==> src/rtl/riscv_core_icache_axi_refill.sv <==
// rtl/riscv_core_icache_axi_refill.sv - I-cache line refill engine issuing one AXI4 INCR read burst per miss
module riscv_core_icache_axi_refill #(
    parameter int ADDR_WIDTH     = 64,
    parameter int LINE_WIDTH     = 256,
    parameter int AXI_DATA_WIDTH = 64,
    parameter int AXI_ID_WIDTH   = 4,
    parameter int AXI_ID         = 0
) (
    input  logic                      i_clk,
    input  logic                      i_rst_n,
    input  logic                      i_mem_req,
    input  logic [ADDR_WIDTH-1:0]     i_addr,
    output logic                      o_mem_done,
    output logic [LINE_WIDTH-1:0]     o_line_data,
    output logic                      o_err,
    output logic                      o_arvalid,
    input  logic                      i_arready,
    output logic [ADDR_WIDTH-1:0]     o_araddr,
    output logic [7:0]                o_arlen,
    output logic [2:0]                o_arsize,
    output logic [1:0]                o_arburst,
    output logic [AXI_ID_WIDTH-1:0]   o_arid,
    output logic [2:0]                o_arprot,
    output logic [3:0]                o_arcache,
    input  logic                      i_rvalid,
    output logic                      o_rready,
    input  logic [AXI_DATA_WIDTH-1:0] i_rdata,
    input  logic [1:0]                i_rresp,
    input  logic                      i_rlast,
    input  logic [AXI_ID_WIDTH-1:0]   i_rid
);

    localparam int BEATS = LINE_WIDTH / AXI_DATA_WIDTH;
    localparam int CNT_W = (BEATS > 1) ? $clog2(BEATS) : 1;
    localparam int OFF_W = $clog2(LINE_WIDTH / 8);

    typedef enum logic [1:0] {S_IDLE, S_ADDR, S_DATA, S_DONE} state_t;

    state_t            state;
    state_t            state_nxt;
    logic [CNT_W-1:0]  beat_cnt;
    logic              err_acc;
    logic              beat_fire;
    logic              last_beat;
    logic              beat_err;
    logic              err_nxt;
    logic              unused_rresp0;
    logic              unused_addr_lo;

    assign o_arlen   = 8'(BEATS - 1);
    assign o_arsize  = 3'($clog2(AXI_DATA_WIDTH / 8));
    assign o_arburst = 2'b01;
    assign o_arid    = AXI_ID_WIDTH'(AXI_ID);
    assign o_arprot  = 3'b100;
    assign o_arcache = 4'b0010;

    assign unused_rresp0  = i_rresp[0];
    assign unused_addr_lo = ^i_addr[OFF_W-1:0];

    // o_rready is high exactly in DATA, so it doubles as the beat-accept qualifier
    assign beat_fire = o_rready & i_rvalid;
    assign last_beat = (beat_cnt == CNT_W'(BEATS - 1));
    assign beat_err  = i_rresp[1]
                     | (i_rid != AXI_ID_WIDTH'(AXI_ID))
                     | (i_rlast != last_beat);
    assign err_nxt   = err_acc | (beat_fire & beat_err);

    always_comb begin
        state_nxt = state;
        case (state)
            S_IDLE: if (i_mem_req) state_nxt = S_ADDR;
            S_ADDR: if (i_arready) state_nxt = S_DATA;
            S_DATA: if (beat_fire && last_beat) state_nxt = S_DONE;
            S_DONE: state_nxt = S_IDLE;
            default: state_nxt = S_IDLE;
        endcase
    end

    always_ff @(posedge i_clk or negedge i_rst_n) begin
        if (!i_rst_n) begin
            state <= S_IDLE;
        end else begin
            state <= state_nxt;
        end
    end

    // Handshake outputs are registered from the next state so they line up with it
    always_ff @(posedge i_clk or negedge i_rst_n) begin
        if (!i_rst_n) begin
            o_arvalid   <= 1'b0;
            o_araddr    <= '0;
            o_rready    <= 1'b0;
            o_mem_done  <= 1'b0;
            o_err       <= 1'b0;
            o_line_data <= '0;
            beat_cnt    <= '0;
            err_acc     <= 1'b0;
        end else begin
            o_arvalid  <= (state_nxt == S_ADDR);
            o_rready   <= (state_nxt == S_DATA);
            o_mem_done <= (state_nxt == S_DONE);
            o_err      <= (state_nxt == S_DONE) & err_nxt;
            if (state == S_IDLE && i_mem_req) begin
                o_araddr <= {i_addr[ADDR_WIDTH-1:OFF_W], {OFF_W{1'b0}}};
                beat_cnt <= '0;
                err_acc  <= 1'b0;
            end
            if (beat_fire) begin
                o_line_data[beat_cnt*AXI_DATA_WIDTH +: AXI_DATA_WIDTH] <= i_rdata;
                beat_cnt <= beat_cnt + 1'b1;
                err_acc  <= err_nxt;
            end
        end
    end

endmodule

==> config.mk <==
export PLATFORM = sky130hd
export DESIGN_NAME = riscv_core_icache_axi_refill
export DESIGN_NICKNAME = d
export VERILOG_FILES = /design/src/rtl/riscv_core_icache_axi_refill.sv
export SDC_FILE = /design/constraint.sdc
export NUM_CORES = 1
export LEC_CHECK = 0
export CAP_MARGIN = 25
export CORE_MARGIN = 8
export CORE_UTILIZATION = 30
export DETAILED_ROUTE_END_ITERATION = 8
export MAX_ROUTING_LAYER = met4
export PLACE_DENSITY = 0.7
export SETUP_SLACK_MARGIN = 0.02
export SYNTH_ARGS = -nofsm -noshare
export SYNTH_HDL_FRONTEND = slang
export SYNTH_SLANG_ARGS = --single-unit
==> constraint.sdc <==
create_clock -name i_clk -period 3.3 [get_ports i_clk]
set_input_delay 0.33 -clock i_clk [delete_from_list [all_inputs] [get_ports i_clk]]
set_output_delay 0.33 -clock i_clk [all_outputs]
set_load 0.01 [all_outputs]
Word-level counts from Yosys, hierarchy flattened
Cells that the tools add are included.
{ "word_totals": {"reg_bits": 324, "input_bits": 140, "wordCells": 41} }
{ "classes": {"n_addsub": 2, "eq_ne": 8, "shifts": 2, "muxes": 9, "bitwise": 6, "n_reduce_logical": 5} }
{ "ops": {"columns": ["operator", "n"], "rows": [
  ["256-bit bitwise mux", 1],
  ["64-bit by 34-bit variable shift with 256-bit output, first input constant", 1],
  ["64-bit by 34-bit variable part select with 256-bit output", 1],
  ["8-bit negation with 34-bit output", 1],
  ["2-bit == test, second input constant", 5],
  ["2-bit 2-to-1 mux", 5],
  ["2-bit case mux with 4 select lines", 1],
  ["2-bit by 1-bit == test with 1-bit output, second input constant", 2],
  ["4-bit nonzero test", 1],
  ["1-bit bitwise AND", 3],
  ["1-bit bitwise OR", 3],
  ["2-bit by 1-bit adder with 2-bit output, second input constant", 1],
  ["1-bit logical AND", 2],
  ["2-bit zero test", 1],
  ["1-bit 2-to-1 mux", 2],
  ["2-bit nonzero test", 1],
  ["1-bit != test", 1]
]} }

Depth between registers and ports, before layout
Gate-level depths: netlist of the first run.
{ "depth": {"depth_word": 6, "mapped_depth": 7, "depth_no_buf": 5} }

Worst setup path before layout of the first run
Ideal clock, no wire load.
{ "synth_path": {"kind": "register to register", "start": "reg beat_cnt[0]", "end": "reg o_line_data[192]", "setup_ns": 0.064, "arrival_ns": 1.814, "setup_slack_ns": 1.422, "path_stages_with_launch": 6, "cell_sequence": "dfrtp_1 inv_1 ha_1 nor4_4 buf_6 a22o_2"} }
{ "synth_between": {"elab_chain_len": 3} }
{ "synth_lines": {"columns": ["element", "line", "source"], "rows": [
  ["start: declaration", "41", "logic [CNT_W-1:0] beat_cnt;"],
  ["start signal: assignment", "110", "beat_cnt <= beat_cnt + 1'b1;"],
  ["8-bit negation with 34-bit output (*)", "109", "o_line_data[beat_cnt*AXI_DATA_WIDTH +: AXI_DATA_WIDTH] <= i_rdata;"],
  ["64-bit by 34-bit variable part select with 256-bit output / 64-bit by 34-bit variable shift with 256-bit output (equally long branches)", "109", null],
  ["256-bit bitwise mux (*)", "109", null],
  ["end signal: indexed assignment", "109", null],
  ["end: declaration", "14", "output logic [LINE_WIDTH-1:0] o_line_data,"]
]} }
Every way passes the cells marked *; elsewhere a longest branch is shown, timed or not.
A chain may end at the register's enable or synchronous reset.

Final worst setup path of the first run
{ "layout_path": {"start": "reg beat_cnt[0]", "end": "reg o_line_data[170]"} }
Same word-level chain as after synthesis.

==> results.md, run 1 <==
Timing:
- The actual slew at the worst max-slew pin is 0.9370 ns.
- The minimum period implied by the final worst setup slack is 2.367 ns.
- In the finished design, the share of the clock period the worst path needs comes to 0.7172.
- The max-slew violation count is 0.
- The maximum clock frequency is 422.5 MHz.
- Setup violations remaining at the end of the flow were counted as 0.
- The worst pin sits at a relative slew slack of 0.3753.
- The final setup skew is 0.01752 ns.
- The final hold violation count came to 0.
- Setup total negative slack on the finished layout was measured at 0 ns.
- Setup repair after global routing left no endpoint under its margin.

Layout:
- The repair_antennas step left the layout with diodes totalling 0.
- The area growth from synthesis to layout is 51.67%.
- The library cell used most frequently in the layout, excluding fill and tap cells, is clkdlybuf4s50_1.
- The share of final-layout standard cells stronger than drive strength 1 is 0.1590.
- Leaving out fill and tap cells, the most frequent cells in the layout are clkdlybuf4s50_1, dfrtp_1, a22o_1.
- Once layout is done, the placed cells without fillers occupy 18140 um2.
- The net count reported at finish is 1366.

Route:
- The detailed router finished its first iteration with 512 violations.
- The detailed-route vias per instance is 4.990.
- The routed layout has roughly 8800 vias.
- The wire length per cell after detailed routing is 23.47 um.
- Once detail routing completed, the nets flagged for antenna violations numbered 0.
- The total iterations of the first detailed-routing run is 5.
- After detailed routing, the number of remaining DRC violations is 0.
- The routed design has about 42000 um of wire.

Global route:
- The global-route met3 utilization is 0.07566.
- The initial antenna violation count is 0.
- The global-route usage over all layers is 0.1794.
- After global routing, the most crowded layer is met2.
- For this run, global-route usage on met2 was measured as 0.2810.
- The largest net degree at the start of global routing is 95.
- The via count of the first global-routing pass was 9872.
- The first global-routing pass estimated around 63000 um of wire.
- The total overflow left after global routing is 0.
- The met1 usage in global routing is 0.2079.

Clocking:
- The maximum level of the CTS H-tree is 2.
- No sink is reached through more buffers than the 3 on the longest clock path.
- The clock net sink count is 324.
- In this run, post-CTS repair resized a total of 0 instances.
- Clock tree synthesis inserted a total of 35 buffers.
- The CTS tree is built.
- CTS placed an instance of clkbuf_16 at the clock tree root.
- The clock insertion delay at the later pin of the skew report is 0.52 ns.
- The clock transition at the registers of the reported paths is roughly 0.060 ns.

Setup path:
- STA puts the critical path data required time at between 3 and 4 ns.
- The launching element of the worst setup path is beat_cnt[0].
- The kind of cell with the highest combined delay along the critical path is buffers and inverters.
- By startpoint and endpoint, the worst setup path is classified as flop to flop.
- The endpoint identified for the worst register-to-register timing path is o_line_data[170].
- The largest single stage delay on the critical path is 0.51 ns.
- At the worst endpoint, the arrival time is 2.82 ns.
- The slowest stage of the critical path belongs to the cell dfrtp_1.
- STA classifies the critical path startpoint as a flop.
- Traced cell by cell, the critical path runs through inv_1 -> ha_1 -> nand4b_1 -> nor3b_2 -> buf_4 -> a22o_1.
- The kind of capture point of the worst setup path is a flop.
- The worst-case reg-to-reg path depth is 6.
- In this run the critical register-to-register path is launched from beat_cnt[0].
- The reg2reg setup slack is ~0.93 ns.
- The number of buffers and inverters on the critical path is 2.
- The highest net fanout along the worst path is 36.

Pwr:
- Across the VDD grid, the largest voltage drop is about 0.00056 V.
- The static leakage is around 0.008 uW.
- The cell-internal power is 10430 uW.
- The power per standard cell area is 809.0 nW/um2.
- The relative contribution of sequential cells to total power is 0.394.
- The switching share of power is 0.2891.
- Of the total power, combinational logic draws 0.341.
- The switching power total is 4241 uW.
- The clock network fraction of design power is 0.265.
- The power consumption is ~15000 uW.

Die:
- For this design the top-level I/O count stands at 488.
- The number of standard-cell rows in the floorplan is 73.
- The area of the core is 39550 um2.
- The height of the die is roughly 220 um.
- The die is between 200 and 250 um wide.
- The effective utilization at floorplan is 0.3024.
- The die covers 46500 um2.

Place:
- The global placement routability congestion is 0.7495.
- The count of port buffers added during placement is 452.
- The post-detailed-placement half-perimeter wirelength is 28180 um.
- The standard cell area after detailed placement is approximately 17000 um2.

Synthesis:
- For this run, the number of Yosys warnings is 0.
- A synthesized cell averages 15.53 um2.
- The leading register cell type out of synthesis is dfrtp_1.
- The share of flip-flops with an asynchronous set or reset is 1.000.
- Yosys mapped a number of flops with a built-in enable equal to 0.
- The total of flip-flops plus latches after synthesis is 324.
- The share of the Yosys chip area taken by registers is 0.6780.
- The count of distinct cell types in the synthesized netlist is 34.
- Counting every instance in the synthesized netlist gives 770.
- The cell area after technology mapping is 11960 um2.

Worst hold path:
- The end point of the worst hold path is o_arvalid.
- The hold path depth is 2.
- The worst hold path belongs to the class primary input to flop.
- The startpoint identified for the worst hold timing path is i_arready.

Outcome:
- The flow ran to the end, and the final reports show no timing, DRC or antenna violations.

Job:
- The max-capacitance violation count is 0.
==> logic make-up (layout without fill, tap and decap cells) <==
| group | after synthesis | count (layout) | share of synthesized area |
|---|---|---|---|
| buffers and inverters | 88 | 536 | 0.04604 |
| xor gates and xnor gates | 1 | 1 | 0.0007326 |
| other | 2 | 29 | 0.0006280 |
| AOI/OAI and AO/OA | 263 | 263 | 0.1970 |
| DFF | 324 | 324 | 0.6780 |
| muxes | 59 | 59 | 0.05556 |
| adders and majority gates | 6 | 6 | 0.006278 |
| and+or+nand+nor | 27 | 27 | 0.01570 |
==> layer usage <==
layer | wire length (um) | part of all wire | vias up
li1 | - | - | 3770
met3 | 4553 | 0.11 | 60
met1 | 16410 | 0.40 | 4536
met5 | 0 | 0 | -
met4 | 1109 | 0.027 | 0
met2 | 19460 | 0.47 | 466
==> power by group through the flow <==
| stage | clock (uW) | sequential (uW) | combinational [uW] |
|---|---|---|---|
| floorplan | 0 | 6270 | 1480 |
| global placement | 0 | 5780 | 5010 |
| detailed placement | 0 | 5820 | 5050 |
| CTS | 4010 | 5790 | 5080 |
| global route | 4160 | 5930 | 5310 |
| finish | 3890 | 5780 | 5000 |
==> metrics by stage <==
stage | hold WS (ns) | util | worst slack [ns] | cells
2_1_floorplan | 0.03441 | - | 1.422 | 797
3_3_place_gp | 0.4302 | 0.4293 | 0.9511 | 1707
3_5_place_dp | 0.4363 | 0.4293 | 0.9160 | 1707
4_1_cts | 0.3659 | 0.4586 | 0.9340 | 1770
5_1_grt | 0.3850 | 0.4586 | 0.7942 | 1770
6_report | 0.4117 | 0.4586 | 0.9333 | 1770
==> flip-flops by register name, summed over array words and instances (netlist names) <==
register / flops
o_arvalid: 1
o_rready: 1
err_acc: 1
state: 2
beat_cnt: 2
o_mem_done: 1
o_err: 1
o_line_data: 256
o_araddr: 59
==> synth_stat cells (2+ instances only) <==
master    instances  area [um2]
dfrtp_1         324        8108
a22o_1          201        1760
mux2_2           59       664.4
a22o_2           55       550.5
buf_2            35       175.2
buf_4            35       262.8
buf_1             9       33.78
buf_6             6       67.56
ha_1              6       75.07
nand2_1           5       18.77
nand2_2           5       31.28
inv_1             3       11.26
nand2b_1          3       18.77
conb_1            2       7.510
nor2_2            2       12.51
o21ai_0           2       10.01
==> how the worst max path moves through the flow <==
stage	endpoint	slack (ns)	cells after the start
after global placement	o_line_data[246]	0.95	4
after CTS	o_line_data[165]	0.93	6
after floorplan	o_line_data[192]	1.42	5
after detailed placement	o_line_data[247]	0.92	4
final	o_line_data[170]	0.93	6
after global routing	o_line_data[170]	0.79	6
==> worst reg2reg max path, cell delays in order, from the launching register on <==
cell and delay (ns):
dfrtp_1 0.51, inv_1 0.15, ha_1 0.40, nand4b_1 0.23
nor3b_2 0.27, buf_4 0.48, a22o_1 0.27
==> layout make-up <==
type,instances,area [um2]
fill,3513,21410
timing repair buffer,471,4787
sequential,324,8108
clock buffer,55,1084
clock inverter,7,62.56
inverter,3,11.26
tap,525,656.9
multi-input combinational,385,3427
==> what timing repair did <==
item | 4_1_cts | 5_1_grt
hold buffers | 1 | 0
setup buffers | 0 | 0
endpoints found under the hold margin | 88 | 0
Power figures use the tool's default switching activity.
==> inputs of run 2 (changes only) <==
==> constraint.sdc (replaced) <==
create_clock -name i_clk -period 2.3 [get_ports i_clk]
set_input_delay 0.23 -clock i_clk [delete_from_list [all_inputs] [get_ports i_clk]]
set_output_delay 0.23 -clock i_clk [all_outputs]
set_load 0.01 [all_outputs]
==> run 2 against run 1 <==
  * Via count grew 0.95%
  * Hold slack worse by 0.15 ns
  * Sequential power is 44% higher
  * Utilization is 0.44 points higher
  * Setup slack worse by 0.74 ns
  * Wire length grew 0.86%
  * Flip-flop and latch count is the same
==> results.md, run 2 (same netlist as run 1, synthesis figures left out) <==
Clocking:
- In this run the clock root is driven by a clkbuf_16.
- Counting the buffers created by CTS gives 36.
- The post-cts sizing count is 0.
- The H-tree generated during clock tree synthesis spans 2 levels.
- The tree built by TritonCTS fans out to ~320 sinks.
- Clock latency on the worst-skew pair, taken at its later pin, is ~0.53 ns.
- The maximum root-to-sink buffer count is 3.
- TritonCTS built the clock tree.
- Clock-pin slew was measured on the worst setup and hold paths at around 0.060 ns.

Layout:
- Counting flops per register, the top entry is o_line_data.
- The register with the most flip-flops in the layout has 256 of them.
- The area overhead of the layout relative to synthesis is 53.12%.
- Leaving out fill and tap cells, the most frequent cells in the layout are clkdlybuf4s50_1, dfrtp_1, a22o_1.
- The largest registers in the layout are o_line_data x256, o_araddr x59.
- The layout has 3484 filler cells.
- The net count reported at finish is 1378.
- The final antenna diode count is 0.
- Leaving out fill and tap cells, the most frequent cell in the layout is clkdlybuf4s50_1.
- The share of final-layout standard cells stronger than drive strength 1 is 0.1687.
- The final instance area is 18310 um2.

Timing:
- Static timing analysis puts the maximum clock frequency at ~470 MHz.
- In the final timing run, aggregate negative setup slack is 0 ns.
- The final hold violation count is 0.
- Across all setup checks in the final design, the least slack found is 0.1913 ns.
- Dividing the final minimum period by the clock period gives 0.9168.
- Hold timing on the final database bottoms out at a slack of 0.2624 ns.
- The minimum period implied by the final worst setup slack is around 2.1 ns.
- Setup repair after global routing left no endpoint under its margin.
- The actual slew at the worst max-slew pin is 0.6264 ns.
- The final number of setup-violating endpoints is 0.
- Measured against its own limit, the worst slew margin works out to 0.5824.
- For the final database, setup skew stands at 0.01894 ns.
- The max-slew violation count came to 0.

Setup path:
- The startpoint of the worst-slack reg-to-reg timing path is beat_cnt[1].
- The data arrival time of the critical path is 2.57 ns.
- The critical path is of the flop to flop type.
- The worst endpoint required time is 2.76 ns.
- The endpoint identified for the worst register-to-register timing path is o_line_data[163].
- In this run the worst setup path begins at beat_cnt[1].
- Of all nets on the critical path, the largest fanout is 35.
- The kind of capture point of the worst setup path is a flop.
- The reg2reg setup slack is 0.19 ns.
- The worst setup path is launched from a flop.
- The number of cells on the worst reg-to-reg path is 6.

Place:
- Buffers placed on the I/O ports in this run total about 450.
- The placed instances occupy a cell area of 17130 um2.
- The post-detailed-placement half-perimeter wirelength is 29350 um.
- Before CTS, the worst setup slack after placement is 0.2322 ns.
- The congestion estimate from routability-driven global placement came to 0.7490.

Route:
- Summed over all nets, wire length on met3 after detailed routing comes to 3905 um.
- The via count is 8916.
- Wire segments on met2 add up to between 15000 and 20000 um in the final route.
- The remaining number of nets flagged by the antenna check after routing is 0.
- The count of routing violations after the opening detailed-route iteration is 564.
- The pre-antenna-repair detailed-routing pass consisted of 7 iterations.
- The routed length on met1 is 16930 um.
- In the routed layout, each cell is associated on average with a via count of roughly 5.0.
- After detailed routing, no signal wire sits above met4.
- In the final routed layout, each cell accounts on average for 23.51 um.
- After detailed routing, the total wire length is 41900 um.
- In the routed design, unresolved DRC markers number 0.

Die:
- The effective utilization at floorplan is 0.3024.
- The die is 215.6 um wide.
- The area of the core is 39550 um2.
- The area of the die is about 47000 um2.
- The number of ports placed on the die boundary is 488.
- Measured along the y axis, the die boundary spans 215.6 um.
- The number of standard-cell rows in the floorplan is 73.

Pwr:
- IR analysis of the VDD net gives a maximum drop of 0.0008295 V.
- The power per standard cell area is 1159 nW/um2.
- The static leakage is ~0.008 uW.
- The power consumption is 21220 uW.

Job:
- The max-capacitance violation count is 0.

Outcome:
- The run finished with clean final reports.

Global route:
- The via count of the first global-routing pass is between 9000 and 10000.
- The initial antenna violation count is 0.
- The global-route usage over all layers is 0.1788.
- The overflow left after global routing is 0.
- The first global-routing pass estimated 62850 um of wire.
- The largest net degree at the start of global routing is 65.

Worst hold path:
- The path category of the worst min-delay check is primary input to async pin.
-- run 2: cell count changes in the layout (fill, tap and decap cells not counted) --
cell	previous run	this run
buf_4	9	15
buf_12	9	14
clkbuf_1	9	7
clkinvlp_4	1	3
bufinv_16	1	2
clkbuf_8	9	8
clkinv_2	5	6
-- run 2: routing by layer --
metal | track usage | vias to the layer above
met5 | - | -
met1 | 0.2130 | 4622
met2 | 0.2791 | 443
met3 | 0.06364 | 64
met4 | 0.06173 | 0
li1 | - | 3787
-- run 2: power by group --
group | total, uW | leakage [uW] | switching (uW) | internal [uW]
combinational | 7220 | 0.00319 | 2900 | 4320
sequential | 8300 | 0.00433 | 971 | 7330
clock | 5700 | 0.000574 | 2280 | 3430
total | 21200 | 0.00810 | 6150 | 15100
-- run 2: worst max-delay path by stage --
| stage | endpoint | slack (ns) | cells past startpoint |
|---|---|---|---|
| floorplan | o_line_data[192] | 0.42 | 5 |
| detailed placement | o_line_data[190] | 0.23 | 6 |
| global route | o_line_data[163] | 0.02 | 6 |
| finish | o_line_data[163] | 0.19 | 6 |
| global placement | o_line_data[163] | 0.29 | 6 |
| CTS | o_line_data[163] | 0.19 | 6 |
-- run 2: area by class of cell --
type	count	area, um2	area share
Multi-Input combinational cell	385	3427	0.1872
Sequential cell	324	8108	0.4428
Inverter	3	11.26	0.0006150
Tap cell	525	656.9	0.03588
Clock inverter	11	112.6	0.006150
Timing Repair Buffer	482	4932	0.2694
Clock buffer	52	1062	0.05802
-- run 2: worst max-delay path, stage by stage, from the launching register on --
cell	delay [ns]
dfrtp_1	0.41
inv_1	0.11
ha_1	0.38
nand4b_1	0.22
nor3b_2	0.43
buf_12	0.26
a22o_1	0.18
-- run 2: what timing repair did --
action / CTS / global route
hold buffers: 1 / 0
endpoints found under the hold margin: 54 / 0
setup buffers: 0 / 0
-- run 2: per-stage QoR --
step                  util  cells
detailed placement  0.4330   1718
CTS                 0.4630   1782
finish              0.4630   1782
global route        0.4630   1782
floorplan                -    797
global placement    0.4330   1718
